**src/rtl/regfile_mp.sv**
```systemverilog
// regfile_mp: parametrised multi-port register file with optional registered
// read stage, write-to-read bypass, hardwired-zero register 0 and a
// per-register pending (scoreboard) bit set by decode and cleared by writeback.
module regfile_mp #(
  parameter int DW      = 32,
  parameter int DEPTH   = 32,
  parameter int AW      = 5,
  parameter int NRD     = 2,
  parameter int REG_OUT = 0,
  parameter int BYPASS  = 1,
  parameter int R0_ZERO = 1
) (
  input  logic              clk,
  input  logic              rst,
  input  logic              we,
  input  logic [AW-1:0]     waddr,
  input  logic [DW-1:0]     wdata,
  input  logic [NRD*AW-1:0] raddr,
  output logic [NRD*DW-1:0] rdata,
  output logic [NRD-1:0]    rbusy,
  input  logic              pset,
  input  logic [AW-1:0]     pset_addr,
  output logic [DEPTH-1:0]  pend_all
);

  logic [DW-1:0]     mem_r [DEPTH];
  logic [DEPTH-1:0]  pend_r;
  logic              wr_en_s;
  logic              pset_en_s;
  logic [NRD*DW-1:0] rd_data_s;
  logic [NRD-1:0]    rd_busy_s;

  // Drop writes and pending-sets aimed at register 0 when it is hardwired to zero
  always_comb begin
    wr_en_s   = we;
    pset_en_s = pset;
    if ((R0_ZERO != 0) && (waddr == {AW{1'b0}})) begin
      wr_en_s = 1'b0;
    end else begin
      wr_en_s = we;
    end
    if ((R0_ZERO != 0) && (pset_addr == {AW{1'b0}})) begin
      pset_en_s = 1'b0;
    end else begin
      pset_en_s = pset;
    end
  end

  // Register array: cleared on reset, otherwise one write per cycle
  always_ff @(posedge clk) begin
    if (rst) begin
      for (int n = 0; n < DEPTH; n++) begin
        mem_r[n] <= {DW{1'b0}};
      end
    end else if (wr_en_s) begin
      mem_r[waddr] <= wdata;
    end
  end

  // Pending bits: a new producer (pset) wins over writeback clearing the same register
  always_ff @(posedge clk) begin
    if (rst) begin
      pend_r <= {DEPTH{1'b0}};
    end else begin
      for (int n = 0; n < DEPTH; n++) begin
        if (pset_en_s && (pset_addr == AW'(n))) begin
          pend_r[n] <= 1'b1;
        end else if (wr_en_s && (waddr == AW'(n))) begin
          pend_r[n] <= 1'b0;
        end
      end
    end
  end

  // Per-port read value and busy flag, with zero register and same-cycle forwarding
  always_comb begin
    rd_data_s = {(NRD*DW){1'b0}};
    rd_busy_s = {NRD{1'b0}};
    for (int i = 0; i < NRD; i++) begin
      if ((R0_ZERO != 0) && (raddr[i*AW +: AW] == {AW{1'b0}})) begin
        rd_data_s[i*DW +: DW] = {DW{1'b0}};
        rd_busy_s[i]          = 1'b0;
      end else if ((BYPASS != 0) && we && (waddr == raddr[i*AW +: AW])) begin
        rd_data_s[i*DW +: DW] = wdata;
        // A same-address pset re-issues the producer, so the forwarded value is not final
        if (pset && (pset_addr == raddr[i*AW +: AW])) begin
          rd_busy_s[i] = pend_r[raddr[i*AW +: AW]];
        end else begin
          rd_busy_s[i] = 1'b0;
        end
      end else begin
        rd_data_s[i*DW +: DW] = mem_r[raddr[i*AW +: AW]];
        rd_busy_s[i]          = pend_r[raddr[i*AW +: AW]];
      end
    end
  end

  if (REG_OUT != 0) begin : g_reg_out
    // Registered read stage: one cycle of latency from raddr to rdata/rbusy
    always_ff @(posedge clk) begin
      if (rst) begin
        rdata <= {(NRD*DW){1'b0}};
        rbusy <= {NRD{1'b0}};
      end else begin
        rdata <= rd_data_s;
        rbusy <= rd_busy_s;
      end
    end
  end else begin : g_comb_out
    assign rdata = rd_data_s;
    assign rbusy = rd_busy_s;
  end

  assign pend_all = pend_r;

endmodule

```
**config.mk**
```make
export PLATFORM = sky130hd
export DESIGN_NAME = regfile_mp
export DESIGN_NICKNAME = d
export VERILOG_FILES = /design/src/rtl/regfile_mp.sv
export SDC_FILE = /design/constraint.sdc
export NUM_CORES = 2
export LEC_CHECK = 0
export CAP_MARGIN = 10
export CORE_ASPECT_RATIO = 2
export CORE_MARGIN = 2
export CORE_UTILIZATION = 40
export CTS_CLUSTER_DIAMETER = 120
export CTS_CLUSTER_SIZE = 12
export DETAILED_ROUTE_END_ITERATION = 8
export PLACE_DENSITY = 0.58
export SLEW_MARGIN = 20
export SYNTH_ARGS = -nofsm -noshare
export SYNTH_HDL_FRONTEND = slang
export SYNTH_SLANG_ARGS = --single-unit
export TNS_END_PERCENT = 20
```
**constraint.sdc**
```tcl
create_clock -name clk -period 3.21 [get_ports clk]
set_input_delay 0.642 -clock clk [delete_from_list [all_inputs] [get_ports clk]]
set_output_delay 0.642 -clock clk [all_outputs]
set_load 0.01 [all_outputs]
```
==> results by group <==
Run status
  • Run status: finished with violations
  • Failing checks: setup timing

STA
  • Final Max Tran Viols: 0
  • Worst-margin pin slew: 0.609 ns
  • Post-route clock skew: 0 ns
  • Slew margin rel.: 59.2%
  • Final Hold Viols: 0
  • Maximum clock frequency: slightly below 300 MHz
  • # setup viols final: between 40 and 50
  • Share of the clock period used by the worst path after layout: 105%
  • Setup TNS: -2.08 ns
  • Setup repair after global routing missed its margin: true
  • Final worst-path setup slack: -0.147 ns
  • Clock period minus worst slack: about 3.4 ns

Placement
  • Number of buffers added on ports: 153
  • HPWL after DPL: about 160,000 um
  • Routability Congestion: roughly 0.95

Yosys
  • Mean instance size in the synthesized netlist: roughly 14 um2
  • Post-synth top cells: edfxtp_1, and2_1, mux4_2
  • Gate Count Post-Synth: around 4,000
  • Flip-flop and latch count after synthesis: ~1,100
  • Top_reg_cell synth: edfxtp_1
  • Fraction of synthesis flops using an asynchronous set or reset pin: 0%
  • Area contributors post-synth: edfxtp_1, mux4_2, and2_1
  • Combined area of all synthesized cells: between 50,000 and 60,000 um2
  • Cell with the most instances after synthesis: edfxtp_1
  • Yosys top cell by area: edfxtp_1
  • Synth Warn #: 0
  • Yosys cell types: 60
  • Portion of synthesized cell area occupied by the leading cell type: between 50% and 60%
  • Sequential element share of the synthesized area: a little under three fifths
  • Number of flops mapped to enable cells by yosys: slightly above 1,000

Drt
  • Antenna-violating nets left: 0
  • Total number of vias: between 40,000 and 50,000
  • Number of vias per cell: 6.35
  • Final wirelength: 241,000 um
  • Final routed DRC violation total: 0
  • Initial drt markers: 5,150
  • Router iterations before antenna repair: 6
  • DR WL/cell: roughly 37 um

Die
  • Die height: approximately 540 um
  • Die outline width: 271 um
  • Floorplan row count: between 150 and 200
  • Total die area: between 100,000 and 150,000 um2
  • Effective utilization at floorplan: between 40% and 50%
  • I/O Pins: about 150
  • Core box area: 141,000 um2

Clocking
  • Bufs on Longest Clock Path: 3
  • Clock-pin slew reported for the worst setup and hold paths after clock tree synthesis: ~0.06 ns
  • Number of CTS-inserted buffers: between 90 and 100
  • Clock latency of the later-clocked register in the worst-skew pair: approximately 0.7 ns
  • Number of levels in the clock H-tree: 3
  • Library cell used as clock root buffer: clkbuf_16
  • Number of sinks driven by the clock tree: 1,056
  • Clock tree from TritonCTS: built

Global routing
  • Number of antenna violations at the first check in global routing: 10
  • Vias in the first global route: roughly 42,000
  • Combined global-route utilization of all metal layers: about a third
  • Wire length of the first global-routing pass: approximately 330,000 um
  • Gr ovfl total: 0
  • Largest net degree at the start of global routing: slightly below 80

Min path
  • Worst hold path class: reg -> reg
  • Hold Path Depth: 2
  • Hold Path Origin: pend_all[19]$_SDFFE_PP0P_

Pwr
  • Power Dens Cells: roughly 460 nW/um2
  • Worst ir drop on vdd: 0.000431 V
  • Standby leakage power: about 26 nW
  • Post-route total power: 0.0328 W

Cells and area
  • Number of filler instances in the final layout: approximately 12,000
  • Multi-input gate area: about 25,000 um2
  • P&R area growth vs syn: 24.9%
  • Count of nets after finishing: ~4,600
  • Proportion of layout cells with a drive suffix above 1: approximately a third
  • Area taken by flip-flops and latches: about 31,000 um2

Worst setup path
  • R2r startpoint: pend_all[4]$_SDFFE_PP0P_
  • Worst Setup SP: raddr[1]
  • Arrival time reported for the critical path endpoint: 2.71 ns
  • Kind of capture point of the worst setup path: output pin
  • Worst-case reg-to-reg path depth: 2
  • Kind of critical path: in -> out
  • Sort of element at the start of the critical path: input port
  • Crit path required time: ~2.6 ns
  • Maximum fanout along the worst path: 7

Job
  • Number of maximum-capacitance constraint violations: 0
repair_timing:
action                                  CTS  global route
pin swaps                                66            62
resized for setup                       466           122
cloned                                   21             5
endpoints found under the setup margin   66            66
setup buffers                            65            22
hold buffers                              0             0
sequential cells by signal, indices dropped and copies added, names as in the netlist:
| register | flops |
|---|---|
| mem_r | 1024 |
| pend_all | 32 |
cell families (layout without fill, tap and decap cells):
kind of cell,count (synthesis),in the layout,share of synthesized area [%]
AOI/OAI and AO/OA,494,494,6.09
DFF,1056,1056,55.1
other,1,33,0.00658
and+or+nand+nor,1283,1283,13.4
muxes,689,689,21.4
buffers and inverters,458,1033,3.66
xor gates and xnor gates,20,20,0.308
routing by layer:
layer | GRT usage (%) | wire length (um) | up-vias
li1 | - | - | 16413
met1 | 38.4 | 81800 | 21198
met2 | 55.0 | 118000 | 2725
met3 | 6.01 | 23000 | 818
met4 | 19.9 | 18300 | 6
met5 | 0 | 29 | -
critical path: stages:
cell and delay, ns:
clkbuf_16 0.15, buf_8 0.14, buf_12 0.13, xor2_2 0.14, nor4_2 0.28, nand3_1 0.20, nor2_4 0.14, buf_12 0.16
buf_8 0.12, buf_16 0.17, a32o_2 0.28, buf_6 0.14
final cells by class:
type | count | area share (%)
sequential | 1056 | 44.2
multi-input combinational | 2518 | 34.6
timing repair buffer | 879 | 14.0
clock buffer | 116 | 3.51
tap | 1871 | 3.29
clock inverter | 7 | 0.174
inverter | 31 | 0.164
antenna | 1 | 0.00352
through the flow:
step / util [%] / hold WS [ns] / area [um2] / instances / setup WS [ns]
after global placement: 46.7 / 0.498 / 66000 / 6253 / -1.02
after detailed placement: 46.7 / 0.497 / 66000 / 6253 / -0.995
after CTS: 49.9 / 0.498 / 70500 / 6457 / -0.148
after global routing: 50.3 / 0.513 / 71100 / 6479 / -0.152
final: 50.3 / 0.497 / 71100 / 6479 / -0.147
after floorplan: - / 0.496 / 57100 / 4032 / 0.301
final timing paths:
check                                    to  slack, ns
setup / recovery                  rdata[13]      -0.15
hold / removal    pend_all[19]$_SDFFE_PP0P_       0.50
setup reg to reg   pend_all[4]$_SDFFE_PP0P_       2.50
hold reg to reg   pend_all[19]$_SDFFE_PP0P_       0.50
cells in the final DEF (no fill, tap or decap), drive strengths merged, types with 4 or more instances in the layout:
master / count
clkdlybuf4s50: 70
a2111oi: 7
conb: 32
dfxtp: 32
a221oi: 7
nor2b: 24
xnor2: 8
a31oi: 4
a31o: 6
nor3b: 7
a211oi: 41
o22ai: 72
nand2b: 10
a221o: 17
o21ai: 85
edfxtp: 1024
a22o: 11
a21o: 28
and2: 999
mux4: 421
clkbuf: 127
a22oi: 90
o221ai: 32
inv: 36
buf: 778
mux2: 34
nor3: 42
a32o: 32
clkdlybuf4s15: 13
nand3: 9
xor2: 12
dlygate4sd2: 4
nand2: 94
nor2: 62
mux2i: 234
a21oi: 56
nor4: 19
report_power, final:
group	total [W]	switching (W)	internal [W]
sequential	0.0163	0.000405	0.0159
combinational	0.00573	0.00312	0.00261
clock	0.0108	0.00532	0.00546
total	0.0328	0.00885	0.0239
Note: power is estimated with default switching activity, not from simulation.
